===== src/rtl/nexys_reset_pkg.sv =====
// Shared state encoding and default constants for the board reset conditioner.
package nexys_reset_pkg;

   typedef enum logic [1:0] {
      S_ASSERT   = 2'd0,
      S_DEBOUNCE = 2'd1,
      S_HOLD     = 2'd2,
      S_RUN      = 2'd3
   } state_t;

   localparam int unsigned DEF_SYNC_STAGES  = 2;
   localparam int unsigned DEF_DEBOUNCE_CNT = 50000;
   localparam int unsigned DEF_HOLD_CNT     = 1024;

   function automatic int unsigned max_u(input int unsigned a, input int unsigned b);
      return (a > b) ? a : b;
   endfunction

endpackage


===== src/rtl/nexys_rst_sync.sv =====
// Multi-flop synchronizer for the raw reset button; resets to the pressed level (0).
module nexys_rst_sync #(
   parameter int unsigned STAGES = 2
) (
   input  logic clk_i,
   input  logic rst_ni,
   input  logic d_i,
   output logic q_o
);

   (* ASYNC_REG = "TRUE" *) logic [STAGES-1:0] r_sync;

   always_ff @(posedge clk_i or negedge rst_ni) begin
      if (!rst_ni) r_sync <= '0;
      else         r_sync <= {r_sync[STAGES-2:0], d_i};
   end

   assign q_o = r_sync[STAGES-1];

endmodule


===== src/rtl/nexys_reset_conditioner.sv =====
// Debounces the board reset button, stretches release by HOLD_CNT cycles and
// drives a registered, glitch-free active-low SoC reset.
module nexys_reset_conditioner
   import nexys_reset_pkg::*;
#(
   parameter int unsigned SYNC_STAGES  = DEF_SYNC_STAGES,
   parameter int unsigned DEBOUNCE_CNT = DEF_DEBOUNCE_CNT,
   parameter int unsigned HOLD_CNT     = DEF_HOLD_CNT
) (
   input  logic       clk_i,
   input  logic       rst_ni,
   input  logic       btn_reset_ni,
   input  logic       hold_i,
   output logic       rst_no,
   output logic       rst_event_o,
   output logic [1:0] state_o
);

   localparam int unsigned CNT_W = $clog2(max_u(DEBOUNCE_CNT, HOLD_CNT));
   localparam logic [CNT_W-1:0] C_DEB_LAST  = CNT_W'(DEBOUNCE_CNT - 1);
   localparam logic [CNT_W-1:0] C_HOLD_LAST = CNT_W'(HOLD_CNT - 1);

   logic             w_btn_s;
   state_t           r_state;
   logic [CNT_W-1:0] r_cnt;
   logic             r_rst_n;
   logic             r_event;

   nexys_rst_sync #(
      .STAGES (SYNC_STAGES)
   ) u_sync (
      .clk_i  (clk_i),
      .rst_ni (rst_ni),
      .d_i    (btn_reset_ni),
      .q_o    (w_btn_s)
   );

   // hold_i is tested first in every state so it always wins over button activity
   always_ff @(posedge clk_i or negedge rst_ni) begin
      if (!rst_ni) begin
         r_state <= S_ASSERT;
         r_cnt   <= '0;
         r_rst_n <= 1'b0;
         r_event <= 1'b0;
      end else begin
         r_event <= 1'b0;
         case (r_state)
            S_ASSERT: begin
               r_rst_n <= 1'b0;
               if (w_btn_s && !hold_i) begin
                  r_state <= S_DEBOUNCE;
                  r_cnt   <= '0;
               end
            end
            S_DEBOUNCE: begin
               if (hold_i || !w_btn_s) begin
                  r_state <= S_ASSERT;
                  r_cnt   <= '0;
               end else if (r_cnt == C_DEB_LAST) begin
                  r_state <= S_HOLD;
                  r_cnt   <= '0;
               end else begin
                  r_cnt <= r_cnt + CNT_W'(1);
               end
            end
            S_HOLD: begin
               if (hold_i || !w_btn_s) begin
                  r_state <= S_ASSERT;
                  r_cnt   <= '0;
               end else if (r_cnt == C_HOLD_LAST) begin
                  r_state <= S_RUN;
                  r_cnt   <= '0;
                  r_rst_n <= 1'b1;
               end else begin
                  r_cnt <= r_cnt + CNT_W'(1);
               end
            end
            S_RUN: begin
               if (hold_i || (!w_btn_s && r_cnt == C_DEB_LAST)) begin
                  r_state <= S_ASSERT;
                  r_cnt   <= '0;
                  r_rst_n <= 1'b0;
                  r_event <= 1'b1;
               end else if (!w_btn_s) begin
                  r_cnt <= r_cnt + CNT_W'(1);
               end else begin
                  r_cnt <= '0;
               end
            end
            default: begin
               r_state <= S_ASSERT;
               r_cnt   <= '0;
               r_rst_n <= 1'b0;
            end
         endcase
      end
   end

   assign rst_no      = r_rst_n;
   assign rst_event_o = r_event;
   assign state_o     = r_state;

endmodule


===== config.mk =====
export PLATFORM = sky130hd
export DESIGN_NAME = nexys_reset_conditioner
export DESIGN_NICKNAME = d
export VERILOG_FILES = /design/src/rtl/nexys_reset_pkg.sv /design/src/rtl/nexys_rst_sync.sv /design/src/rtl/nexys_reset_conditioner.sv
export SDC_FILE = /design/constraint.sdc
export NUM_CORES = 1
export LEC_CHECK = 0
export BUFFER_PORTS_ARGS = -buffer_cell sky130_fd_sc_hd__buf_2
export CAP_MARGIN = 5
export CELL_PAD_IN_SITES_DETAIL_PLACEMENT = 0
export CELL_PAD_IN_SITES_GLOBAL_PLACEMENT = 1
export CORE_UTILIZATION = 48
export CTS_BUF_LIST = sky130_fd_sc_hd__clkbuf_4 sky130_fd_sc_hd__clkbuf_8
export DETAILED_ROUTE_END_ITERATION = 10
export PLACE_DENSITY = 0.91
export SLEW_MARGIN = 20
export SYNTH_ARGS = -nofsm -noshare
export SYNTH_HDL_FRONTEND = slang
export SYNTH_SLANG_ARGS = --single-unit
export TNS_END_PERCENT = 20

===== constraint.sdc =====
create_clock -name clk_i -period 2.4 [get_ports clk_i]
set_input_delay 0.24 -clock clk_i [delete_from_list [all_inputs] [get_ports clk_i]]
set_output_delay 0.24 -clock clk_i [all_outputs]
set_load 0.02 [all_outputs]

Word-level counts from Yosys, hierarchy flattened
Cells that the tools add are included.

Logic and storage cells: 48. Latch bits: 0. Bits of input ports: 4. Register bits: 22. Bits in read-only memories: 0. Bits in writable memories: 0. Output and inout bits: 4. Memories kept: 0.

Reduce and logical (&&, ||, !) cells: 10. Divide/modulo/power cells: 0. Multipliers: 0. Shift operators: 0. Mux-type cells: 21. Bitwise logic cells: 0. Order comparisons: 0. Equal/unequal tests: 11. $add $sub $neg: 1.

Operator list (number): $mux W16 (7); $pmux W16 S4 (1); $add A16 B1 Y16 const B (1); $eq A16 B10 Y1 const B (1); $eq A16 B16 Y1 const B (1); $mux W2 (6); $ne A2 B2 Y1 const B (4); $pmux W2 S4 (1); $reduce_and A4 Y1 (2); $ne A3 B3 Y1 const B (2); $mux W1 (5); $eq A2 B2 Y1 const B (2); $pmux W1 S3 (1); $reduce_bool A3 Y1 (1); $eq A2 B1 Y1 const B (1); $logic_and A1 B1 Y1 (2); $logic_not A1 Y1 (2); $logic_not A2 Y1 (1); $logic_or A1 B1 Y1 (2).

Logic depth before layout (Yosys ltp)
Word-level depth: 5. Depth in mapped cells: 8.

By module
A second synthesis with hierarchy kept.

Cell total of the unflattened synthesis: 135. Area total of the unflattened synthesis: 1327.5 µm².

Modules (own cells, without submodules): nexys_reset_conditioner (instances 1, area an instance 1277.5 µm², cells each 133); nexys_rst_sync (instances 1, area an instance 50.0 µm², cells each 2).

Worst setup path before layout
Ideal clock, no wire load.

Path kind: reg-to-reg. From: register r_state[0] (netlist: state_o[0]). To: register r_cnt[6]. Library setup time: 0.082 ns. Cell stages (with the launch flop): 9. Clock period less this slack: 2.272 ns. Path buffers: 1. Data arrival time: 2.191 ns. Setup slack: 0.128 ns. Cells stage by stage: dfrtp_1 -> inv_1 -> ha_1 -> or3b_1 -> a211o_1 -> o32ai_2 -> buf_2 -> o21ai_0 -> a31oi_1.

Longest elaborated chain between the ends: 2. Elaborated cells between the ends (all ways): 6. Classes of those cells: eq/ne: 4; mux: 1; reduce/logical: 1.

RTL lines: from (decl) (line nexys_reset_conditioner.sv:24) `state_t r_state;`; from (signal assigned) (line nexys_reset_conditioner.sv:41) `r_state <= S_ASSERT;`; from (signal assigned) (line nexys_reset_conditioner.sv:51) `r_state <= S_DEBOUNCE;`; from (signal assigned) (line nexys_reset_conditioner.sv:57) `r_state <= S_ASSERT;`; $eq A2 B2 Y1, or another cell as far along (line nexys_reset_conditioner.sv:47) `case (r_state)`; $pmux W16 S4 / $ne A2 B2 Y1 (equally long branches); to (signal assigned) (line nexys_reset_conditioner.sv:63) `r_cnt <= r_cnt + CNT_W'(1);`; to (signal assigned) (line nexys_reset_conditioner.sv:75) `r_cnt <= r_cnt + CNT_W'(1);`; to (signal assigned) (line nexys_reset_conditioner.sv:85) `r_cnt <= r_cnt + CNT_W'(1);`; to (decl) (line nexys_reset_conditioner.sv:25) `logic [CNT_W-1:0] r_cnt;`.

Several ways; a longest one is shown, not always the timed one. A chain may end at the register's enable or synchronous reset.

Worst setup path in the final report
From: register r_cnt[10]. To: register r_cnt[9].

Longest elaborated chain between the ends: 5. Elaborated cells between the ends (all ways): 10. Classes of those cells: eq/ne: 2; mux: 6; reduce/logical: 2.

RTL lines: $eq A16 B16 Y1 (line nexys_reset_conditioner.sv:59, nexys_reset_conditioner.sv:79); $logic_and A1 B1 Y1 (line nexys_reset_conditioner.sv:79) `if (hold_i || (!w_btn_s && r_cnt == C_DEB_LAST)) begin`; $logic_or A1 B1 Y1 (line nexys_reset_conditioner.sv:79); $mux W16 (line nexys_reset_conditioner.sv:79); $pmux W16 S4 * (line nexys_reset_conditioner.sv:47).

Mark *: on every way between the ends. The rest lies on a longest branch, timed or not.

==> summary.txt <==
Setup path
  – Worst r2r src: r_cnt[10]
  – Top Family by Delay on Critical Path: simple AND/OR/NAND/NOR gates
  – Crit-path max FO: 13
  – Worst path cell trace: or4_4 > nor4_4 > o32ai_2 > buf_4 > and3_1 > a211o_1
  – CP max stage cell: or4_4
  – Worst path bufs/invs: 1
  – Arr. time, crit path: between 2 and 2.5 ns
  – WS Path Type: flop to flop
  – WP depth: 6
  – Worst EP required: roughly 2.6 ns
  – Flop2flop setup slack: 0.16 ns
  – FF-to-FF End: r_cnt[9]
  – FF-to-FF path depth: 6
  – Slowest Stage Delay on Critical Path: between 0.5 and 0.6 ns
  – Critical Path End Type: flop
  – Worst setup SP type: flop

Power
  – Leakage dissipation: 0.6115 nW
  – Final Total Pwr: just under 1 mW
  – PwrDens: between 600 and 700 nW/um^2
  – Max IR drop VDD: 0.0005766 V

Min path
  – Hold crit path type: primary input to flop
  – Min-delay src: btn_reset_ni
  – Hold path endpoint: u_sync.r_sync[0]
  – Hold Path Depth: 1

Floorplanning
  – Core Area: 2500 sq um
  – Initial Utilization: about half
  – Chip width: roughly 54 um
  – I/O pin cnt: 8
  – Die area: just under 3000 sq um
  – FP Rows: 18
  – Die H: 53.87 um

Timing
  – Final worst-path cycle share: between 90 and 100%
  – RSZ-0062 raised after global routing: false
  – Setup tns final: 0 ns
  – Max-slew headroom: roughly two thirds
  – Clk_skew: about 0.007 ns
  – Final Slew Violations: 0
  – Final min period: about 2.2 ns
  – Final setup fails: 0
  – Max Fclk: roughly 0.45 GHz
  – Worst Tran Pin Value: slightly below 0.5 ns
  – Final hold violation count: 0

Synth
  – Netlist cell types: 36
  – Synthesized area per cell: approximately 9.6 sq um
  – Synth Instances: 135
  – Mapped cell area: 1291 sq um
  – Top-count cell post-synth: dfrtp_1
  – Synth warnings: 0
  – Post-synth EDFFs: 0
  – Synthesized Nets: 145
  – Sequential fraction of the synthesis area: 42.64%
  – Synth top area cells: dfrtp_1, a31oi_1, ha_1
  – Largest area contributor in the netlist: dfrtp_1
  – Synth Register Bits: 22
  – Commonest cells in the netlist: dfrtp_1, a31oi_1, a21oi_1, nand2_1, nor2_1
  – Yosys top cell area share: between 40% and 50%
  – Post-synth top flop: dfrtp_1
  – Share of async-settable or async-resettable flops after synthesis: 100.0%

Drt
  – Post-Route WL: roughly 2800 um
  – # DRC: 0
  – Vias post-DR: between 1k and 1.5k
  – WL/cell: 15.89 um
  – Detailed Route Iter0 Violations: 31
  – Final ANT Viol Nets: 0
  – Vias per inst: between 6 and 7
  – Router iterations before antenna repair: 4

Global routing
  – GRT Residual Overflow: 0
  – Antenna violations before repair: 0
  – Largest net degree at the start of global routing: 23
  – Vias in the first global route: ~1.0k
  – Gr usage total: between 20 and 25%
  – First-pass GRT wire length: approximately 4700 um

Final layout
  – Syn-to-layout area delta: 9.399%
  – Multi-input gate area: 719.4 sq um
  – Fin nets: between 150 and 200
  – Ant. Diodes: 0
  – Share of layout cells above drive strength 1: between 10% and 20%
  – FF+latch area: about 550 sq um
  – Fillers: approximately 220
  – Post-route cell area: around 1400 sq um
  – Final core utilization: between 50% and 60%

Clock network
  – Root Buffer: clkbuf_4
  – Clock Path Buffers: 2
  – Worst skew pair latency: approximately 0.31 ns
  – Clock sinks: 22
  – Num CTS Buffers: 3
  – Post-CTS sizing: 0
  – CTS tree: done
  – Htree depth: 1
  – CTS clk-pin slew, worst paths: 0.12 ns

Placement
  – Placed wire-length estimate: 1981 um
  – Buffers on Ports: 7
  – Final Wtd Congestion: roughly 0.83
  – DP Area: roughly 1400 sq um

Outcome
  – Status: completed

Run
  – Max-cap viol count: 0
[stage by stage]
stage / hold WS (ns) / std cells / setup WS (ns)
CTS: 0.02596 / 177 / 0.1616
global route: 0.02428 / 177 / 0.01205
detailed placement: 0.2336 / 173 / 0.1778
global placement: 0.2221 / 173 / 0.2674
floorplan: -0.05559 / 135 / 0.1275
finish: 0.03567 / 177 / 0.1557
[worst max-delay path by stage]
stage | to | slack (ns) | startpoint
2_1_floorplan | r_cnt[6] | 0.13 | state_o[0]
3_3_place_gp | r_cnt[9] | 0.27 | r_cnt[10]
3_5_place_dp | r_cnt[9] | 0.18 | r_cnt[10]
4_1_cts | r_cnt[13] | 0.16 | state_o[0]
5_1_grt | r_cnt[13] | 0.01 | state_o[0]
6_report | r_cnt[9] | 0.16 | r_cnt[10]
[sequential cells by signal (all words and copies together) (netlist names)]
name	flops
r_cnt	16
rst_event_o	1
rst_no	1
state_o	2
u_sync.r_sync	2
[what timing repair did]
action,CTS,global route
hold buffers,1,0
buffers inserted,0,0
hold endpoints to repair,22,0
[layer usage]
metal / GRT usage [%] / share of wire (%) / vias up
li1: - / - / 538
met1: 30.37 / 46 / 527
met2: 37.04 / 49 / 37
met3: 3.390 / 5.5 / 0
met4: 7.895 / 0 / 0
met5: 0 / 0 / -
[final cells by class]
cell class                      instances  area share, %
Multi-Input combinational cell        108          50.93
Sequential cell                        22          38.97
Timing Repair Buffer                   12          5.314
Tap cell                               30          2.657
Clock buffer                            3          1.594
Inverter                                2         0.5314
[cells in the final DEF, fill, tap and decap left out, types with 4 or more instances in the layout]
cell,n
dfrtp_1,22
a31oi_1,13
nand2_1,11
a21oi_1,11
nor2_1,9
nand3_1,8
buf_2,7
ha_1,6
and3_1,5
nand2b_1,5
o21ai_0,5
a22o_1,4
buf_4,4
[worst register-to-register path: cells and delay by family, from the launching register on]
kind | cells | cell delay [ns]
compound gates | 2 | 0.43
buf+inv | 1 | 0.19
flops | 1 | 0.43
simple gates | 3 | 1.08
[kinds of logic (layout without fill, tap and decap cells)]
kind of cell | Yosys count | count (layout) | share of synthesized area [%]
compound gates | 40 | 40 | 20.45
xor+xnor | 2 | 2 | 1.357
fa+ha+maj | 6 | 6 | 5.814
buf+inv | 5 | 17 | 1.647
flops | 22 | 22 | 42.64
mux | 3 | 3 | 2.326
simple gates | 57 | 57 | 25.78
[report_power, final]
group | switching (mW) | internal [mW]
combinational | 0.243 | 0.130
sequential | 0.0382 | 0.404
clock | 0.111 | 0.0586
Note: power is estimated with default switching activity, not from simulation.
